## config.mk

```make
export PLATFORM = sky130hd
export DESIGN_NAME = wave_gen
export DESIGN_NICKNAME = d
export VERILOG_FILES = /design/src/rtl/wave_gen.sv
export SDC_FILE = /design/constraint.sdc
export NUM_CORES = 1
export LEC_CHECK = 0
export CELL_PAD_IN_SITES_DETAIL_PLACEMENT = 1
export CELL_PAD_IN_SITES_GLOBAL_PLACEMENT = 2
export CORE_AREA = 2 2 75 106
export DETAILED_ROUTE_END_ITERATION = 16
export DIE_AREA = 0 0 77 108
export MAX_ROUTING_LAYER = met4
export PLACE_DENSITY = 0.7
export SLEW_MARGIN = 20
export SYNTH_ARGS = -nofsm -noshare
export SYNTH_HDL_FRONTEND = slang
export SYNTH_SLANG_ARGS = --single-unit
```

## constraint.sdc

```tcl
create_clock -name clk -period 2 [get_ports clk]
set_input_delay 0.3 -clock clk [delete_from_list [all_inputs] [get_ports clk]]
set_output_delay 0.3 -clock clk [all_outputs]
set_load 0.05 [all_outputs]
```

## src/rtl/wave_gen.sv

```systemverilog
// wave_gen: frame-aligned waveform sample source for the PWM DAC stage.
module wave_gen #(
  parameter int unsigned DATA_W  = 8,
  parameter int unsigned FRAME_W = 8,
  parameter int unsigned DIV_W   = 4
) (
  input  logic              clk,
  input  logic              rst,
  input  logic              en,
  input  logic [1:0]        mode,
  input  logic [DIV_W-1:0]  div,
  output logic [DATA_W-1:0] out,
  output logic              step,
  output logic              wrap,
  output logic              frame_tick
);

  typedef enum logic {
    DIR_UP   = 1'b0,
    DIR_DOWN = 1'b1
  } dir_e;

  logic [FRAME_W-1:0] frame_cnt_q, frame_cnt_d;
  logic [DIV_W-1:0]   div_cnt_q,   div_cnt_d;
  logic [DATA_W-1:0]  phase_q,     phase_d;
  logic [DATA_W-1:0]  out_q,       out_d;
  logic               step_q,      step_d;
  logic               wrap_q,      wrap_d;
  logic [1:0]         mode_q,      mode_d;
  dir_e               dir_q,       dir_d;

  logic               adv;
  logic [DATA_W-1:0]  phase_inc;
  logic [DATA_W-1:0]  out_inc;
  logic [DATA_W-1:0]  out_dec;

  assign frame_tick = &frame_cnt_q;
  assign adv        = frame_tick && en && (div_cnt_q >= div);
  assign phase_inc  = phase_q + 1'b1;
  assign out_inc    = out_q + 1'b1;
  assign out_dec    = out_q - 1'b1;

  always_comb begin
    frame_cnt_d = frame_cnt_q + 1'b1;
    div_cnt_d   = div_cnt_q;
    phase_d     = phase_q;
    out_d       = out_q;
    mode_d      = mode_q;
    dir_d       = dir_q;
    step_d      = 1'b0;
    wrap_d      = 1'b0;

    if (frame_tick && en) begin
      div_cnt_d = adv ? '0 : div_cnt_q + 1'b1;
    end

    if (adv) begin
      step_d = 1'b1;
      if (mode != mode_q) begin
        mode_d  = mode;
        phase_d = '0;
        dir_d   = DIR_UP;
        case (mode)
          2'b00:   out_d = '0;
          2'b01:   out_d = '1;
          2'b10:   out_d = '0;
          default: out_d = '1;
        endcase
      end else begin
        phase_d = phase_inc;
        case (mode_q)
          2'b00: begin
            out_d  = phase_inc;
            wrap_d = (phase_inc == '0);
          end
          2'b01: begin
            out_d  = ~phase_inc;
            wrap_d = (phase_inc == '0);
          end
          2'b11: begin
            out_d  = phase_inc[DATA_W-1] ? '0 : '1;
            wrap_d = (phase_inc == '0);
          end
          default: begin
            // Triangle turns on the peak values so neither 0 nor all-ones repeats.
            if (dir_q == DIR_UP) begin
              out_d = out_inc;
              if (out_inc == '1) begin
                dir_d = DIR_DOWN;
              end
            end else begin
              out_d = out_dec;
              if (out_dec == '0) begin
                dir_d  = DIR_UP;
                wrap_d = 1'b1;
              end
            end
          end
        endcase
      end
    end
  end

  always_ff @(posedge clk or negedge rst) begin
    if (!rst) begin
      frame_cnt_q <= '0;
      div_cnt_q   <= '0;
      phase_q     <= '0;
      out_q       <= '0;
      step_q      <= 1'b0;
      wrap_q      <= 1'b0;
      mode_q      <= 2'b00;
      dir_q       <= DIR_UP;
    end else begin
      frame_cnt_q <= frame_cnt_d;
      div_cnt_q   <= div_cnt_d;
      phase_q     <= phase_d;
      out_q       <= out_d;
      step_q      <= step_d;
      wrap_q      <= wrap_d;
      mode_q      <= mode_d;
      dir_q       <= dir_d;
    end
  end

  assign out  = out_q;
  assign step = step_q;
  assign wrap = wrap_q;

endmodule

```

; After elaboration in Yosys (flattened, before gate mapping)
; Index checks and enable logic that the tools add are counted.
[totals]
ff_bits = 33
in_bits = 9
out_inout_bits = 11
elab_cells = 50
[classes]
add_sub_neg = 5
n_lt_le_gt_ge = 1
n_eq_ne = 6
n_mux = 18
n_bitwise = 1
n_reduce_logical = 11
[ops]
columns = cell, n
row1 = $mux 8, 5
row2 = $add 8x1->8 const B, 3
row3 = $pmux 8 s3, 1
row4 = $logic_not 8->1, 2
row5 = $mux 1, 11
row6 = $eq 8x8->1 const B, 1
row7 = $not 8->8, 1
row8 = $reduce_and 8->1, 1
row9 = $sub 8x1->8 const B, 1
row10 = $add 4x1->4 const B, 1
row11 = $eq 2x2->1 const B, 2
row12 = $ge 4x4->1, 1
row13 = $logic_not 2->1, 2
row14 = $mux 4, 1
row15 = $reduce_and 2->1, 2
row16 = $reduce_or 3->1, 1
row17 = $eq 2x1->1 const B, 1
row18 = $logic_and 1x1->1, 2
row19 = $ne 2x1->1 const B, 1
row20 = $ne 2x2->1, 1
row21 = $reduce_or 2->1, 1

; Longest topological paths before layout
[depth]
word_depth = 7
mapped_depth = 9

; Worst setup path before layout
; Ideal clock, no wire load.
[synth_timing]
path_type = flip-flop to flip-flop
from = register out_q[2], in the netlist out[2]
to = register out_q[5], in the netlist out[5]
arrival_ps = 2257
required_ps = 1879
setup_slack_ps = -378
path_stages_with_launch = 7
path_buffers = 1
path_cell_list = dfrtp_1 clkbuf_1 or4b_2 o32ai_1 mux2i_1 o211ai_1 a22o_1
[synth_via]
elab_chain_cells = 4
elab_cells_between_ends = 5
cone_classes = add/sub: 2 / mux: 3
[synth_lines]
columns = item, line
row1 = start: declaration, 26  ; logic [DATA_W-1:0] out_q, out_d;
row2 = start signal: assignment, 118  ; out_q <= out_d;
row3 = $add 8x1->8 / $sub 8x1->8 (equally long branches), "40, 41"
row4 = $mux 8 (*), 86  ; if (dir_q == DIR_UP) begin
row5 = $pmux 8 s3 (*), 71  ; case (mode_q)
row6 = $mux 8 (*), 59  ; if (mode != mode_q) begin
; Every way passes the cells marked *; elsewhere a longest branch is shown, timed or not.
; A chain may end at the register's enable or synchronous reset.

; Worst setup path in the final report
[layout_timing]
from = input port div[3]
to = register out_q[7], in the netlist out[7]
[layout_via]
elab_chain_cells = 2
[layout_lines]
columns = item, line
row1 = start: declaration, 11  ; input logic [DIV_W-1:0] div,
row2 = $ge 4x4->1, 38  ; assign adv = frame_tick && en && (div_cnt_q >= div);
row3 = $logic_and 1x1->1, 38
; Every way passes these cells.

==> flow_summary.json <==
{
  "outcome": "finished clean",
  "ir_drop_mv": 0.371,
  "grt_pass1_vias": 2234,
  "pin_count": 20,
  "power.total_uw": 1410,
  "p_leak_uw": 0.00131,
  "tightestPinTransition_ns": 0.716,
  "synthAdderAreaFrac_pct": 6.01,
  "antenna_found_initial": 0,
  "synth_compound_area_share_pct": 20.9,
  "htree_levels": 2,
  "cp-start-kind": "input port",
  "syn-num-nets": 278,
  "cts_sinks": 33,
  "synthTopCellsByCount": "dfrtp_1, nor2_1, o21ai_0",
  "die_area_sq_um": 8320,
  "synth-async-reset-ratio_pct": 100,
  "first_pass_iters": 4,
  "critPathRequiredTime_ns": 2.21,
  "synth_top_area_share_pct": 36.0,
  "holdBufCountCts": 0,
  "gr-total-overflow": 0,
  "core_area_sq_um": 7310,
  "place.gp.congestion": 0.773,
  "cts_tree": "yes",
  "nets": 331,
  "clock_tree.buffer_depth": 2,
  "hp-class": "input port to asynchronous set/reset pin",
  "start_util_pct": 31.3,
  "diodes": 0,
  "dieWidth_microns": 77,
  "timing.critical_path.fanout_max": 6,
  "synthXorXnorAreaFrac_pct": 7.65,
  "vias_per_cell": 5.20,
  "cts-root-buf": "clkbuf_8",
  "relSlewSlack_pct": 51.9,
  "numCtsBuffers": 5,
  "setup_viol": 0,
  "routedWlPerCell_microns": 16.2,
  "post-route-util_pct": 42.5,
  "yosysSeqAreaShare_pct": 36.0,
  "clock.fmax_ghz": 0.507,
  "yosysUniqueCellTypes": 52,
  "rows": 37,
  "yosys.area_share.simple_pct": 22.1,
  "synth_edf_count": 0,
  "synthCells": 258,
  "grt_pass1_wl_microns": 11300,
  "totalWireLength_microns": 6620,
  "syn-mean-instance-area_sq_um": 8.88,
  "synth.area.mux_share_pct": 1.37,
  "synth_top_family_by_area": "simple AND/OR/NAND/NOR gates",
  "netlist_area_sq_um": 2290,
  "dp_slack_ns": -0.373,
  "die_height_microns": 108,
  "post-route-period-util_pct": 98.6,
  "timing.final.ws_setup_ns": 0.0280,
  "place_hpwl_microns": 5230,
  "regToRegSetupSlack_ns": 0.03,
  "synth_most_common_cell": "dfrtp_1",
  "area_delta_synth_final_pct": 35.7,
  "ys_ff_latch": 33,
  "synth_largest_area_cell": "dfrtp_1",
  "max_cap_violations": 0,
  "via_count": 2128,
  "yosys_warnings": 0,
  "worstSetupEndpointType": "flip-flop",
  "clk_pin_slew_worst_paths_ns": 0.08,
  "power_density_nw_per_um2": 455,
  "drt_iter0_drc": 80,
  "track_usage_pct": 17.6,
  "clock_skew_ns": 0.00958,
  "grt_max_degree": 34,
  "io_buffers": 19,
  "fin_crit_ns": 1.97,
  "arrival_ns": 2.18,
  "drv_slew": 0,
  "drtAntennaViolNets": 0,
  "hold_viol_final": 0,
  "drc_errors": 0,
  "grt_setup_unrepaired": "true",
  "synth_area_leaders": "dfrtp_1, ha_1, o21ai_0",
  "drive_gt1_share_pct": 29.5,
  "worst-setup-path-type": "input port to flip-flop",
  "insertion_delay_ns": 0.29,
  "ys.flop_type": "dfrtp_1"
}
==> cell usage in the layout (no fill, tap or decap), types with 3 or more instances in the layout <==
cell type,instances
dfrtp_1,29
nand4_1,3
a22o_1,8
xnor2_1,9
ha_1,8
dfrtp_2,4
buf_4,49
nor2b_1,5
clkbuf_8,6
o21ai_0,14
clkdlybuf4s50_1,13
and3_1,3
nor3_1,6
o21ai_1,7
nand3_1,13
nand2_1,14
nor4_1,3
nor2_1,17
xor2_1,10
a21oi_1,8
nand3b_1,4
o211ai_1,4
inv_1,12
nand2b_1,6
==> repair_timing <==
item                                    CTS  global route
pin swaps                                 1             2
endpoints found under the setup margin    3            14
setup buffers                             1             0
resized for setup                         5            10
==> through the flow <==
stage	hold WS [ns]	setup TNS [ns]	cell area (sq um)	instances
2_1_floorplan	0.00441	-0.0952	2370	258
3_3_place_gp	0.481	-5.32	2900	400
3_5_place_dp	0.489	-5.99	2900	400
4_1_cts	0.435	-0.00384	3050	409
5_1_grt	0.464	-0.287	3110	409
6_report	0.417	0	3110	409
==> routing by layer <==
| metal | global-route usage [%] | wire length [microns] |
|---|---|---|
| met1 | 19.0 | 2670 |
| met5 | - | 0 |
| met4 | 7.14 | 169 |
| met2 | 32.7 | 3670 |
| met3 | 2.17 | 107 |
==> worst max-delay path, cell delays in order <==
cell and delay [ns]:
clkdlybuf4s50_1 0.45, inv_1 0.05, ha_4 0.25, o21a_1 0.12
nor2_2 0.05, or3_4 0.42, or4_4 0.42, o211ai_1 0.10
==> logic make-up after synthesis <==
logic type	Yosys count
AOI/OAI and AO/OA	68
xor gates and xnor gates	20
adders and majority gates	11
buffers and inverters	31
DFF	33
muxes	3
and+or+nand+nor	92
==> path summary, 6_finish.rpt <==
kind,depth (start not counted),startpoint,end
max,8,div[3],out[7]
min,2,rst,mode_q[0]
max reg2reg,6,frame_cnt_q[1],out[7]
min reg2reg,1,frame_cnt_q[7],frame_cnt_q[7]
max in group asynchronous,2,rst,out[4]
min in group clk,1,frame_cnt_q[7],frame_cnt_q[7]
==> power by group <==
group	total [uW]	switching, uW	internal (uW)	leakage, uW
clock network	676	271	405	0.0000574
registers	667	0	667	0.000424
logic	70.8	36.1	34.7	0.000833
total	1410	307	1110	0.00131
==> cell type report <==
cell class | count | area, sq um
Clock buffer | 6 | 82.6
Timing Repair Buffer | 64 | 538
Fill cell | 883 | 4210
Sequential cell | 33 | 831
Clock inverter | 2 | 37.5
Inverter | 13 | 48.8
Tap cell | 97 | 121
Multi-Input combinational cell | 194 | 1450
==> sequential cells by signal, indices dropped and copies added (netlist names) <==
name	count
dir_q	1
out	8
step	1
phase_q	8
mode_q	2
frame_cnt_q	8
wrap	1
div_cnt_q	4
(Power assumes the default switching activity.)
==> RTL edit (same flow settings) <==
Put a register stage on the output `frame_tick`, with the module's reset. The value now appears one clock later. The other outputs are not delayed to match.
--- a/src/rtl/wave_gen.sv
+++ b/src/rtl/wave_gen.sv
@@ -22,2 +22,4 @@
 
+  logic frame_tick_d;
+
   logic [FRAME_W-1:0] frame_cnt_q, frame_cnt_d;
@@ -36,4 +38,4 @@
 
-  assign frame_tick = &frame_cnt_q;
-  assign adv        = frame_tick && en && (div_cnt_q >= div);
+  assign frame_tick_d = &frame_cnt_q;
+  assign adv        = frame_tick_d && en && (div_cnt_q >= div);
   assign phase_inc  = phase_q + 1'b1;
@@ -52,3 +54,3 @@
 
-    if (frame_tick && en) begin
+    if (frame_tick_d && en) begin
       div_cnt_d = adv ? '0 : div_cnt_q + 1'b1;
@@ -129,2 +131,10 @@
 
+  always_ff @(posedge clk or negedge rst) begin
+    if (!rst) begin
+      frame_tick <= '0;
+    end else begin
+      frame_tick <= frame_tick_d;
+    end
+  end
+
 endmodule
Function: no difference found for any inputs over 10 cycles, from zero or initial values and one cycle with rst low; that may be too few to reach the edited logic, so the function may still have changed.
==> RTL edit against the unedited design <==
- sequential cell count rose by 1
- largest power group is now registers
- setup slack got worse by 36 ps
- the flow now finishes with violations (negative setup slack)
- worst hold slack got worse by 370 ps
- clock power fell by 21%
- final area fell by 1.4%
- count of clock-buffer cells in the layout rose by 1
- power fell by 8.7%
- synthesized area rose by 1.1%
- routed wire length rose by 0.26%
- final cell count rose by 0.73%
==> RTL edit: results (changes against the unedited design) <==
Status: finished with violations
Failing checks: negative setup slack
Skew final: 7.24 ps (-2.34 ps)
Critical path's slowest cell: or3_4
Largest net degree at the start of global routing: 35 (+2.9%)
Top cells by count, synth: dfrtp_1, nor2_1, o21ai_0
Final Net Count: 334 (+0.91%)
Leak: 1.33 nW (+1.1%)
Post-Route WL: 6.64 mm (+0.26%)
Clk Tree Root Cell: clkbuf_8
Num rows: 37 (unchanged)
Via/cell ratio: 5.17 (-0.73%)
First-pass GRT wire length: 11.1 mm (-1.1%)
CTS buffer count: 5 (unchanged)
Slew @ Worst Pin: 507 ps (-209 ps)
Worst-path clk slew: 70 ps
Max IR drop VDD: 0.371 mV (about the same)
Gr usage total: 17.4% (-0.17 points)
Post-synthesis sequential area ratio: 36.7% (+0.69 points)
H-Tree Depth: 2 (unchanged)
Postcts setup bufs: 3 (+2)
I/O Buffers: 19 (unchanged)
Min-delay worst type: in -> async
Min setup slack post-route: -7.95 ps (-36.0 ps)
# setup viols final: 1 (+1)
Vias in the first global route: 2293 (+2.6%)
Final GP Congestion: 0.795 (+2.9%)
Flop-to-flop setup slack: -8 ps (-40 ps)
CTS Buffer Depth: 2 (unchanged)
Hold_ws: 44.4 ps (-372 ps)
Post-cts resize count: 3 (-2)
Hpwl dp: 5.19 mm (-0.78%)
CP Class: reg -> reg
Initial antenna violation count: 0 (unchanged)
Syn_nets: 279 (+0.36%)
DRT iter0 DRCs: 41 (-49%)
Area contributors post-synth: dfrtp_1, ha_1, o21ai_0, xnor2_1, xor2_1
Worst skew pair latency: 290 ps (about the same)
R2r startpoint: frame_cnt_q[0]
Placed Instance Area: 2860 um^2 (-1.4%)
Crit path max fanout: 9 (+3)
Layout cells sized above 1: 27.9% (-1.6 points)
Crit path DAT: 2200 ps (+20 ps)
==> RTL edit: metal layers <==
layer | track usage (%) | vias up | wire, um
li1 | - | 1047 | -
met3 | 3.26 | 8 | 148
met5 | - | - | 0
met4 | 5.10 | 0 | 89
met2 | 34.3 | 21 | 3820
met1 | 17.3 | 1052 | 2570
==> RTL edit: metrics by stage <==
stage / setup slack (ps) / power [mW] / TNS [ps] / std cells / utilization [%]
floorplan: -95.2 / 0.722 / -95.2 / 259 / -
global placement: -310 / 0.769 / -5740 / 396 / 39.1
detailed placement: -378 / 0.770 / -6710 / 396 / 39.1
CTS: -32.1 / 1.31 / -101 / 407 / 40.8
global route: -100 / 1.36 / -386 / 412 / 41.9
finish: -7.95 / 1.29 / -7.95 / 412 / 41.9
==> RTL edit: layout make-up <==
class / count / area, um^2
Sequential cell: 34 / 856
Timing Repair Buffer: 66 / 532
Fill cell: 912 / 4250
Tap cell: 97 / 121
Inverter: 13 / 48.8
Clock buffer: 7 / 86.3
Multi-Input combinational cell: 194 / 1420
Clock inverter: 1 / 5.00
==> RTL edit: cell families (layout without fill, tap and decap cells) <==
| group | after synthesis | in the layout | share of synthesized area, % |
|---|---|---|---|
| buffers and inverters | 31 | 87 | 5.89 |
| XOR/XNOR | 20 | 20 | 7.56 |
| flip-flops | 34 | 34 | 36.7 |
| AO/OA/AOI/OAI | 68 | 68 | 20.7 |
| AND/OR/NAND/NOR | 92 | 92 | 21.8 |
| adder cells (fa/ha/maj) | 11 | 11 | 5.94 |
| multiplexers | 3 | 3 | 1.35 |
==> RTL edit: power breakdown <==
part	switching (mW)	leakage [nW]	total (mW)	internal, mW
clock	0.253	0.0482	0.531	0.278
sequential	0	0.438	0.687	0.687
combinational	0.0380	0.842	0.0731	0.0351
total	0.291	1.33	1.29	1.00
